$ cat src/rtl/pipe_ctrl_gen_pkg.sv
// Shared encodings for the pipeline stall/flush controller: exception codes,
// FSM states and stall polarity.
package pipe_ctrl_gen_pkg;

    localparam int EXC_TYPE_NULL    = 0;
    localparam int EXC_TYPE_INT     = 1;
    localparam int EXC_TYPE_ADEL    = 2;
    localparam int EXC_TYPE_ADES    = 3;
    localparam int EXC_TYPE_SYSCALL = 4;
    localparam int EXC_TYPE_BREAK   = 5;
    localparam int EXC_TYPE_RI      = 6;
    localparam int EXC_TYPE_OV      = 7;
    localparam int EXC_TYPE_TRAP    = 8;
    localparam int EXC_TYPE_ERET    = 9;

    localparam logic [31:0] EXC_VECTOR_DEFAULT = 32'hBFC0_0380;

    localparam logic STOP    = 1'b1;
    localparam logic NO_STOP = 1'b0;

    typedef enum logic [1:0] {
        IDLE  = 2'd0,
        PEND  = 2'd1,
        FLUSH = 2'd2
    } state_t;

endpackage

$ cat src/rtl/pipe_ctrl_gen_stall_mask.sv
// Thermometer stall mask: a stall request at stage i also holds every
// younger stage below it; a global bus wait holds everything.
module stall_mask_gen #(
    parameter int STAGES = 6
) (
    input  logic [STAGES-1:0] stall_req,
    input  logic              global_stall_req,
    output logic [STAGES-1:0] stall
);
    import pipe_ctrl_gen_pkg::*;

    always_comb begin
        logic acc;
        acc   = global_stall_req;
        stall = {STAGES{NO_STOP}};
        for (int k = STAGES - 1; k >= 0; k--) begin
            acc      = acc | stall_req[k];
            stall[k] = acc;
        end
    end

endmodule

$ cat src/rtl/pipe_ctrl_gen.sv
// Pipeline stall/flush controller with pending-exception capture during
// global stalls, a multi-cycle flush window and a saturating stall counter.
module pipe_ctrl_gen
    import pipe_ctrl_gen_pkg::*;
#(
    parameter int          STAGES       = 6,
    parameter int          ADDR_W       = 32,
    parameter int          EXC_W        = 5,
    parameter int          FLUSH_CYCLES = 1,
    parameter logic [31:0] EXC_VECTOR   = EXC_VECTOR_DEFAULT,
    parameter int          CNT_W        = 32
) (
    input  logic              clk,
    input  logic              reset,
    input  logic [STAGES-1:0] stall_req,
    input  logic              global_stall_req,
    input  logic [EXC_W-1:0]  exc_type,
    input  logic [ADDR_W-1:0] cp0_epc,
    output logic [STAGES-1:0] stall,
    output logic              flush,
    output logic [ADDR_W-1:0] exc_pc,
    output logic              exc_pending,
    output logic [CNT_W-1:0]  stall_cycles
);

    localparam int               FC_W    = $clog2(FLUSH_CYCLES + 1);
    localparam logic [FC_W-1:0]  FC_INIT = FC_W'(FLUSH_CYCLES - 1);
    localparam bit               MULTI   = (FLUSH_CYCLES > 1);
    localparam logic [ADDR_W-1:0] VEC    = ADDR_W'(EXC_VECTOR);

    state_t            state, state_nxt;
    logic [FC_W-1:0]   cnt, cnt_nxt;
    logic [ADDR_W-1:0] tgt, tgt_nxt;
    logic [ADDR_W-1:0] tgt_now;
    logic [STAGES-1:0] mask;
    logic [CNT_W-1:0]  stall_cnt;
    logic              exc_valid;
    logic              is_eret;

    stall_mask_gen #(.STAGES(STAGES)) u_mask (
        .stall_req        (stall_req),
        .global_stall_req (global_stall_req),
        .stall            (mask)
    );

    assign exc_valid = (exc_type != EXC_W'(EXC_TYPE_NULL));
    assign is_eret   = (exc_type == EXC_W'(EXC_TYPE_ERET));
    assign tgt_now   = is_eret ? cp0_epc : VEC;

    always_ff @(posedge clk) begin
        if (!reset) begin
            state <= IDLE;
            cnt   <= '0;
            tgt   <= '0;
        end else begin
            state <= state_nxt;
            cnt   <= cnt_nxt;
            tgt   <= tgt_nxt;
        end
    end

    // The redirect target is captured when the exception is first seen, so a
    // later EPC change while waiting out a bus stall does not move it.
    always_comb begin
        state_nxt = state;
        cnt_nxt   = cnt;
        tgt_nxt   = tgt;
        unique case (state)
            IDLE: begin
                if (exc_valid) begin
                    tgt_nxt = tgt_now;
                    if (global_stall_req) begin
                        state_nxt = PEND;
                    end else if (MULTI) begin
                        state_nxt = FLUSH;
                        cnt_nxt   = FC_INIT;
                    end
                end
            end
            PEND: begin
                if (!global_stall_req) begin
                    if (MULTI) begin
                        state_nxt = FLUSH;
                        cnt_nxt   = FC_INIT;
                    end else begin
                        state_nxt = IDLE;
                    end
                end
            end
            FLUSH: begin
                if (cnt <= FC_W'(1)) begin
                    state_nxt = IDLE;
                    cnt_nxt   = '0;
                end else begin
                    cnt_nxt = cnt - FC_W'(1);
                end
            end
            default: state_nxt = IDLE;
        endcase
    end

    always_comb begin
        stall       = mask;
        flush       = 1'b0;
        exc_pc      = '0;
        exc_pending = 1'b0;
        if (!reset) begin
            stall = {STAGES{NO_STOP}};
        end else begin
            unique case (state)
                IDLE: begin
                    if (exc_valid && !global_stall_req) begin
                        flush  = 1'b1;
                        stall  = {STAGES{NO_STOP}};
                        exc_pc = tgt_now;
                    end
                end
                PEND: begin
                    exc_pending = 1'b1;
                    if (!global_stall_req) begin
                        flush  = 1'b1;
                        stall  = {STAGES{NO_STOP}};
                        exc_pc = tgt;
                    end
                end
                FLUSH: begin
                    flush  = 1'b1;
                    stall  = {STAGES{NO_STOP}};
                    exc_pc = tgt;
                end
                default: ;
            endcase
        end
    end

    always_ff @(posedge clk) begin
        if (!reset) begin
            stall_cnt <= '0;
        end else if ((|stall) && (stall_cnt != {CNT_W{1'b1}})) begin
            stall_cnt <= stall_cnt + CNT_W'(1);
        end
    end

    assign stall_cycles = stall_cnt;

endmodule

$ cat config.mk
export PLATFORM = sky130hd
export DESIGN_NAME = pipe_ctrl_gen
export DESIGN_NICKNAME = d
export VERILOG_FILES = /design/src/rtl/pipe_ctrl_gen_pkg.sv /design/src/rtl/pipe_ctrl_gen_stall_mask.sv /design/src/rtl/pipe_ctrl_gen.sv
export SDC_FILE = /design/constraint.sdc
export NUM_CORES = 1
export LEC_CHECK = 0
export CORE_ASPECT_RATIO = 1.25
export CORE_MARGIN = 10
export CORE_UTILIZATION = 45
export DETAILED_ROUTE_END_ITERATION = 10
export PLACE_DENSITY = 0.85
export SETUP_SLACK_MARGIN = 0.5
export SYNTH_ARGS = -nofsm -noshare
export SYNTH_HDL_FRONTEND = slang
export SYNTH_SLANG_ARGS = --single-unit
$ cat constraint.sdc
create_clock -name clk -period 2.5 [get_ports clk]
set_input_delay 0.5 -clock clk [delete_from_list [all_inputs] [get_ports clk]]
set_output_delay 0.5 -clock clk [all_outputs]
set_load 0.05 [all_outputs]
==> impl_results.md, run 1 <==
- Status: did not finish
- Last stage: clock tree synthesis (4_1_cts)
- Error msg: [ERROR DPL-0033] detailed placement checks failed during check placement.
- Gp weighted congestion: 0.9038
- Placed Cells: between 600 and 700
- Row count: 34
- CTS Buf Count: 9
- PortBufs: 117
- Mapped Nets: a little under 500
- Synth area leaders: dfxtp_1, a21oi_1, nand2_1, o31ai_1, or4_1
- CTS Hold Bufs: 0
- Maximum root-to-sink buffer count: 2
- Die Ht: 115.5 um
- Resize count post-CTS: between 150 and 200
- Cell taking the most area after synthesis: dfxtp_1
- DP HPWL: ~9600 um
- Register area share after synthesis: just under 40%
- Synth cell types: 43
- Post-synthesis register bit count: 65
- Mapped cell area: ~3300 um2
- Dpl ws: -0.2766 ns
- CTS sink cnt: 65
- Mean post-synth cell area: 7.490 um2
- Chip Width: a little under 100 um
- Synth Instances: around 440
- Initial Util: about 47%
- Top cell type's share of synthesized area: 39.66%
- Clock root buffer: clkbuf_8
- YS warnings: 0
- Number of H-tree levels: 3
- Postcts setup bufs: 47
- Boundary Pins: between 100 and 150
-- cells in the mapped netlist, drive strengths merged --
cell    count
nand2     105
a21oi      84
dfxtp      65
clkbuf     22
nor2       18
o21ai      18
or4        17
nand3      15
o31ai      15
mux2i      10
nand4      10
buf         9
nor4        7
nor3        6
inv         5
nand2b      5
o311ai      3
o41ai       3
or3         3
and2        2
and3        2
nor3b       2
nor4b       2
o21a        2
a21o        1
a22o        1
and3b       1
and4        1
clkinv      1
ha          1
nand3b      1
or2         1
-- metrics by stage --
stage                     instance area, um2  util, %  setup TNS [ns]  hold slack [ns]
after detailed placement                5764    82.12          -12.54           0.4472
after global placement                  5764    82.12          -8.891           0.4416
after floorplan                         3924        -        -0.02022           0.4364
-- cell families after synthesis --
kind of cell    count (synthesis)  share of synthesized area, %
buf+inv                        37                         5.378
flops                          65                         39.66
compound gates                127                         21.78
simple gates                  198                         29.75
mux                            10                         3.051
fa+ha+maj                       1                        0.3813
==> run 2: changes to the inputs <==
- CORE_ASPECT_RATIO: 1.25 -> unset
- CORE_UTILIZATION: 45 -> 40
- PLACE_DENSITY: 0.85 -> unset
- PLACE_DENSITY_LB_ADDON: unset -> 0.15
- SETUP_SLACK_MARGIN: 0.5 -> unset
==> run 2 against run 1 <==
Against the previous run: the flow now finishes, with violations (negative setup slack); synthesized cell count stayed put; synthesized area stayed put.
==> impl_results.md, run 2 <==
- CTS tree: yes
- Synth area leaders: dfxtp_1, a21oi_1, nand2_1, o31ai_1, or4_1
- Synthesis-to-layout area growth: 79.56%
- Die Ht: roughly 110 um
- Fill count: 570
- Reg clk slew, reported paths: around 0.07 ns
- Max_slew headroom: roughly 64%
- Worst Setup Start Kind: input pin
- Fin crit share: 100.8%
- Synth top cells by count: nand2_1, a21oi_1, dfxtp_1, clkbuf_1, nor2_1
- WP data arrival: around 2 ns
- Mapped cell area: 3281 um2
- Worst Path Max Fanout: 2
- Vias per cell: about 5.5
- Top cell type's share of synthesized area: about two fifths
- Share of layout cells above drive strength 1: between 20 and 30%
- CTS sink cnt: 65
- Initial antenna violation count: 1
- Mean post-synth cell area: between 7 and 8 um2
- Post-detailed-route wirelength per cell: 17.29 um
- Global-route wire length before repair: between 15,000 and 20,000 um
- Post-synth EDFFs: 0
- Final Cell Area: just under 6000 um2
- Finish-stage setup viols: 1
- CTS Hold Bufs: 0
- Commonest non-fill, non-tap cell in the layout: nand2_1
- Initial Util: 41.80%
- Number of H-tree levels: 3
- Pins Over Slew Limit: 0
- CP Class: input pin to output pin
- Largest net degree at the start of global routing: between 40 and 50
- Final net count: around 640
- Register area share after synthesis: between 30 and 40%
- LEAKAGE: ~0.002 uW
- Fmax: 0.3967 GHz
- Crit path capture type: output pin
- Slew @ Worst Pin: ~0.53 ns
- Worst EP required: 2.00 ns
- Maximum root-to-sink buffer count: 2
- Antenna viol nets, final: 0
- Cell taking the most area after synthesis: dfxtp_1
- PortBufs: roughly 120
- Boundary Pins: around 120
- Failing checks: negative setup slack
- VDD IR max: between 200 and 300 uV
- Global route total overflow: 0
- YS warnings: 0
- CTS Buf Count: 9
- Drt first pass iters: 4
- DP HPWL: around 8500 um
- Row count: 32
- Final hold violation count: 0
- Placement Cell Area: about 5400 um2
- Chip Width: 110.6 um
- Gr usage total: 18.34%
- Mapped Nets: 485
- Vias in the first global route: just under 4,000
- Max Cap Viol: 0
- Total number of vias: slightly below 4,000
- Die area: 12,220 um2
- Iter 0 DRT Violations: around 220
- Final Critical Period: around 2.5 ns
- Pwr Density: between 300 and 400 nW/um2
- # DRC: 0
- Post-synthesis register bit count: 65
- Async SR Flop Fraction: 0%
- Clock root buffer: clkbuf_8
- Core area: ~7800 um2
- Synth cell types: 43
- Overall routed net length: 12,050 um
- RSZ-0062 raised after global routing: yes
- Most frequent cell after synthesis: nand2_1
- Final Skew: ~0.013 ns
- Setup ws final: -0.02095 ns
- Final hold slack: 0.4601 ns
- Hold Path Class: flip-flop to flip-flop
- Status: complete, but fails checks
- Worst-skew pair later-pin latency: 0.35 ns
- Gp weighted congestion: roughly 0.79
- Commonest non-fill, non-tap cells in the layout: nand2_1, clkdlybuf4s50_1, dfxtp_1, a21oi_1, buf_12
- Synth Instances: approximately 440
- Main synth FF type: dfxtp_1
==> run 2: cell counts after synthesis <==
Identical to the previous run, type by type.
==> run 2: layer usage <==
metal  track usage, %  up-vias  part of all wire, %
met5                0        -                    0
met4            5.440        0                  1.3
met3            7.455       19                  8.7
met2            31.73      116                   50
met1            19.99     1845                   40
li1                 -     1879                    -
==> run 2: final timing paths <==
kind | endpoint | depth (start not counted) | slack (ns) | startpoint
setup / recovery | stall[0] | 6 | -0.02 | stall_req[3]
hold / removal | tgt[5] | 2 | 0.46 | tgt[5]
hold reg to reg | tgt[5] | 2 | 0.46 | tgt[5]
setup reg to reg | stall_cycles[30] | 7 | 0.22 | stall_cycles[0]
==> run 2: cell type report <==
cell class / instances / area, um2 / area share, %
Antenna cell: 1 / 2.502 / 0.04248
Clock buffer: 9 / 123.9 / 2.103
Clock inverter: 7 / 47.55 / 0.8071
Inverter: 6 / 25.02 / 0.4248
Multi-Input combinational cell: 336 / 2186 / 37.11
Sequential cell: 65 / 1303 / 22.11
Tap cell: 102 / 127.6 / 2.167
Timing Repair Buffer: 171 / 2076 / 35.24
==> run 2: power by group <==
| part | switching (uW) | internal, uW | leakage, uW |
|---|---|---|---|
| Sequential | 14.1 | 1050 | 0.000529 |
| Combinational | 247 | 211 | 0.00140 |
| Clock | 446 | 355 | 0.0000733 |
| Total | 707 | 1620 | 0.00201 |
==> run 2: cells by family (layout without fill, tap and decap cells) <==
family / count (synthesis) / after routing / share of synthesized area, %
and+or+nand+nor: 198 / 198 / 29.75
other: 0 / 1 / 0
buffers and inverters: 37 / 193 / 5.378
DFF: 65 / 65 / 39.66
adders and majority gates: 1 / 1 / 0.3813
muxes: 10 / 10 / 3.051
AOI/OAI and AO/OA: 127 / 127 / 21.78
==> run 2: worst max-delay path: stages <==
cell	delay [ns]
clkdlybuf4s50_1	0.39
or4_4	0.41
or4_4	0.45
nand2_4	0.09
inv_4	0.04
buf_12	0.13
==> run 2: timing repair <==
item                                   CTS  global route
pin swaps                               14            12
endpoints found under the hold margin    0             0
gates resized for setup                 49            26
cloned                                   2             0
setup endpoints to repair               38            28
setup buffers                            4             3
==> run 2: metrics by stage <==
step	power, uW	cells	setup TNS (ns)	setup WS [ns]	util, %
floorplan	1279	438	-0.3842	-0.03920	-
detailed placement	1516	673	-10.30	-0.2377	68.93
global route	2403	697	-0.2667	-0.05440	75.06
global placement	1510	673	-8.057	-0.2079	68.93
CTS	2313	695	-0.08783	-0.08783	74.12
finish	2328	697	-0.02095	-0.02095	75.06
Note: power is estimated with default switching activity, not from simulation.
==> run 3: changes to the inputs <==
- REMOVE_ABC_BUFFERS: unset -> 1
==> run 3 against run 2 <==
Against the previous run: the run now ends clean; worst setup slack improved by 0.050 ns; maximum frequency rose by 2.0%; clock skew fell by 0.0043 ns; clock-buffer cell count rose by 2; utilization fell by 0.62 points; non-clock buffer count rose by 2; sequential share of layout area rose by 0.16 points; combinational power fell by 3%; largest power group unchanged.
==> impl_results.md, run 3 (synthesis results as in run 2) <==
- Gr usage total: 18.41%
- Final hold violation count: 0
- Final Cell Area: between 5000 and 6000 um2
- Gp weighted congestion: ~0.83
- Flop pwr share: 46.6%
- Fill count: roughly 570
- PortBufs: about 120
- # DRC: 0
- Number of H-tree levels: 3
- Boundary Pins: 118
- Finish-stage setup viols: 0
- Comb power frac: 19.4%
- Antenna viol nets, final: 0
- Commonest non-fill, non-tap cell in the layout: nand2_1
- CP Class: input pin to output pin
- Setup TNS: 0 ns
- LEAKAGE: just over 0.002 uW
- Vias in the first global route: approximately 3,800
- Worst EP required: ~2.0 ns
- Final Critical Period: approximately 2.5 ns
- Slew @ Worst Pin: 0.5166 ns
- Core area: about 7800 um2
- Worst-skew pair later-pin latency: roughly 0.35 ns
- Final net count: 638
- Die Ht: ~110 um
- Initial antenna violation count: 1
- Hold Path Class: flip-flop to flip-flop
- Vias per cell: ~5.5
- Iter 0 DRT Violations: about 140
- Overall routed net length: 11,910 um
- Reg clk slew, reported paths: about 0.070 ns
- CTS tree: yes
- Clock Power Share: between 30% and 40%
- Global-route wire length before repair: ~19,000 um
- Status: finished clean
- CTS Hold Bufs: 0
- Sw Pwr: between 600 and 700 uW
- Max_slew headroom: between 60% and 70%
- Die area: around 12,000 um2
- Share of layout cells above drive strength 1: between 20% and 30%
- Initial Util: 41.80%
- WP data arrival: a little under 2 ns
- Post-detailed-route wirelength per cell: roughly 17 um
- DP HPWL: around 8000 um
- Placement Cell Area: roughly 5300 um2
- Clock root buffer: clkbuf_8
- Pwr Density: between 300 and 400 nW/um2
- Chip Width: 110.6 um
- Crit path capture type: output pin
- Total number of vias: ~3,800
- Max Cap Viol: 0
- CTS Buf Count: 9
- Worst Path Max Fanout: 5
- Drt first pass iters: 4
- Final Skew: approximately 0.0091 ns
- Fin crit share: between 90% and 100%
- Largest net degree at the start of global routing: 37
- Pins Over Slew Limit: 0
- Int Pwr: approximately 1600 uW
- Maximum root-to-sink buffer count: 2
- CTS sink cnt: 65
- RSZ-0062 raised after global routing: yes
- Commonest non-fill, non-tap cells in the layout: nand2_1, clkdlybuf4s50_1, dfxtp_1, a21oi_1, buf_12
- Sw Ratio: 28.49%
- Global route total overflow: 0
- Worst Setup Start Kind: input pin
- VDD IR max: approximately 230 uV
- Synthesis-to-layout area growth: 78.07%
- Row count: 32
- Fmax: approximately 0.40 GHz
-- run 3: layout make-up --
type / count / area (um2) / area share, %
diodes: 1 / 2.502 / 0.04284
clock buffers: 11 / 141.4 / 2.420
clock inverters: 4 / 20.02 / 0.3427
inverters: 6 / 25.02 / 0.4284
multi-input cells: 336 / 2078 / 35.58
flip-flops and latches: 65 / 1301 / 22.27
well taps: 102 / 127.6 / 2.185
repair buffers: 173 / 2146 / 36.73
-- run 3: through the flow --
step | hold slack, ns | util [%] | setup WS [ns] | instances | power [uW]
2_1_floorplan | 0.4364 | - | -0.7806 | 407 | 1250
3_3_place_gp | 0.4410 | 67.14 | -0.2429 | 675 | 1503
3_5_place_dp | 0.4479 | 67.14 | -0.2584 | 675 | 1509
4_1_cts | 0.4569 | 73.79 | 0.02417 | 697 | 2298
5_1_grt | 0.4770 | 74.41 | -0.003369 | 697 | 2369
6_report | 0.4553 | 74.44 | 0.02879 | 698 | 2293
-- run 3: power groups by stage --
stage / clock, uW / sequential (uW) / combinational [uW]
2_1_floorplan: 0 / 1100 / 150
3_3_place_gp: 0 / 1090 / 413
3_5_place_dp: 0 / 1090 / 418
4_1_cts: 789 / 1070 / 442
5_1_grt: 830 / 1070 / 470
6_report: 780 / 1070 / 445
-- run 3: timing repair --
item / CTS / global route
buffers inserted: 5 / 0
gates resized for setup: 78 / 9
endpoints found under the setup margin: 38 / 11
pin swaps: 29 / 5
cloned: 3 / 0
-- run 3: worst paths after layout --
check,cells past startpoint,from,endpoint,slack (ns)
max,10,exc_type[1],exc_pc[1],0.03
min,2,tgt[22],tgt[22],0.46
max reg2reg,6,stall_cycles[8],stall_cycles[30],0.26
min reg2reg,2,tgt[22],tgt[22],0.46
-- run 3: critical path, stage by stage --
cell	delay [ns]
dlygate4sd2_1	0.21
nor3_2	0.05
buf_4	0.14
a21o_1	0.19
nor2_4	0.19
buf_12	0.14
buf_16	0.12
nand2_2	0.07
a21oi_2	0.19
buf_12	0.16
-- run 3: metal layers --
metal | wire [um] | global-route usage (%) | part of all wire (%) | vias to the layer above
met2 | 5824 | 30.16 | 49 | 132
met3 | 1065 | 7.996 | 8.9 | 17
met1 | 4779 | 20.59 | 40 | 1823
li1 | - | - | - | 1872
met4 | 239 | 6.995 | 2.0 | 0
met5 | 0 | 0 | 0 | -
==> run 4: changes to the inputs <==
- CORE_MARGIN: 10 -> 2
- SLEW_MARGIN: unset -> 20
==> run 4 against run 3 <==
Against the previous run: worst hold slack gained 0.0018 ns; sequential share of layout area fell by 0.90 points; critical path depth decreased by 4; critical path type unchanged; via count increased by 3.0%; highest routed layer unchanged.
==> impl_results.md, run 4 (synthesis results as in run 2) <==
- Status: finished clean
- Clock root buffer: clkbuf_8
- Setup TNS: 0 ns
- LEAKAGE: 0.002166 uW
- Chip Width: ~95 um
- Finished Layout Cells: 713
- Die Ht: about 95 um
- Slew @ Worst Pin: around 0.51 ns
- Gp weighted congestion: 0.8028
- Overall routed net length: roughly 12,000 um
- Row count: 33
- Fmax: 0.4067 GHz
- Final hold violation count: 0
- PortBufs: roughly 120
- Reg clk slew, reported paths: roughly 0.070 ns
- Worst-skew pair later-pin latency: between 0.3 and 0.4 ns
- Vias per cell: around 5.6
- Commonest non-fill, non-tap cells in the layout: nand2_1, clkdlybuf4s50_1, dfxtp_1, buf_4, a21oi_1
- Initial Util: slightly above 40%
- VDD IR max: between 300 and 400 uV
- CP Class: input pin to output pin
- Vias in the first global route: between 3,000 and 4,000
- Final Critical Period: around 2.5 ns
- Number of H-tree levels: 3
- WP data arrival: slightly below 2 ns
- Commonest non-fill, non-tap cell in the layout: nand2_1
- Share of layout cells above drive strength 1: a little under a third
- Finish-stage setup viols: 0
- Final hold slack: between 0.4 and 0.5 ns
- Pwr Density: between 400 and 500 nW/um2
- Worst Setup Start Kind: input pin
- Placed Cells: 685
- CTS tree: yes
- CTS Buf Count: 9
- Die area: roughly 8900 um2
- Pins Over Slew Limit: 0
- Max_slew headroom: between 60% and 70%
- DP HPWL: around 7300 um
- Post-detailed-route wirelength per cell: around 17 um
- Initial antenna violation count: 0
- Gr usage total: 27.86%
- Total number of vias: ~4,000
- Antenna viol nets, final: 0
- Core area: 8093 um2
- Fin crit share: between 90% and 100%
- Global route total overflow: 0
- # DRC: 0
- Iter 0 DRT Violations: roughly 170
- CTS sink cnt: 65
- Boundary Pins: around 120
- RSZ-0062 raised after global routing: yes
- Worst EP required: roughly 2 ns
- Largest net degree at the start of global routing: 40
- Final net count: 650
- Ant diodes: 0
- Max Cap Viol: 0
- Synthesis-to-layout area growth: 85.58%
- Final Skew: 0.01776 ns
- Maximum root-to-sink buffer count: 2
- Crit path capture type: output pin
- Worst Path Max Fanout: 33
- Hold Path Class: flip-flop to flip-flop
- Drt first pass iters: 4
- Global-route wire length before repair: ~19,000 um
## run 4: layer usage
metal / wire, um / GRT usage [%] / vias to the layer above
li1: - / - / 1903
met1: 4710 / 31.73 / 1869
met2: 6027 / 46.07 / 165
met3: 1113 / 11.89 / 23
met4: 272 / 11.23 / 0
met5: 0 / 0 / -
## run 4: layout make-up
type / instances / area [um2]
Clock buffer: 10 / 137.6
Timing Repair Buffer: 185 / 2162
Sequential cell: 65 / 1301
Tap cell: 105 / 131.4
Inverter: 6 / 25.02
Multi-Input combinational cell: 336 / 2273
Fill cell: 575 / 2004
Clock inverter: 6 / 57.56
## run 4: path summary, 6_finish.rpt
check	from	endpoint	slack [ns]	cells after the start
setup / recovery	reset	exc_pc[23]	0.04	6
hold / removal	tgt[7]	tgt[7]	0.46	2
setup reg to reg	stall_cycles[8]	stall_cycles[26]	0.31	6
hold reg to reg	tgt[7]	tgt[7]	0.46	2
## run 4: per-stage QoR
stage	worst slack [ns]	utilization [%]	cell area [um2]	total power [uW]
2_1_floorplan	-0.7806	-	3127	1250
3_3_place_gp	-0.4433	65.34	5288	1499
3_5_place_dp	-0.5424	65.34	5288	1504
4_1_cts	0.01196	74.47	6027	2432
5_1_grt	-0.01712	75.23	6088	2523
6_report	0.04116	75.23	6088	2444
## run 4: repair_timing
item,4_1_cts,5_1_grt
pin swaps,43,23
gates cloned,3,0
gates resized for setup,116,19
setup buffers,8,3
endpoints found under the setup margin,38,34
hold buffers,0,0
## run 4: power breakdown
group	internal (uW)	total, uW	switching [uW]
clock network	481	913	432
logic	210	463	253
registers	1050	1070	13.2
## run 4: worst max-delay path: stages
cell and delay, ns:
clkdlybuf4s50_1 0.47, buf_4 0.18, nand2b_1 0.11, buf_12 0.22, a21oi_1 0.28, buf_12 0.18
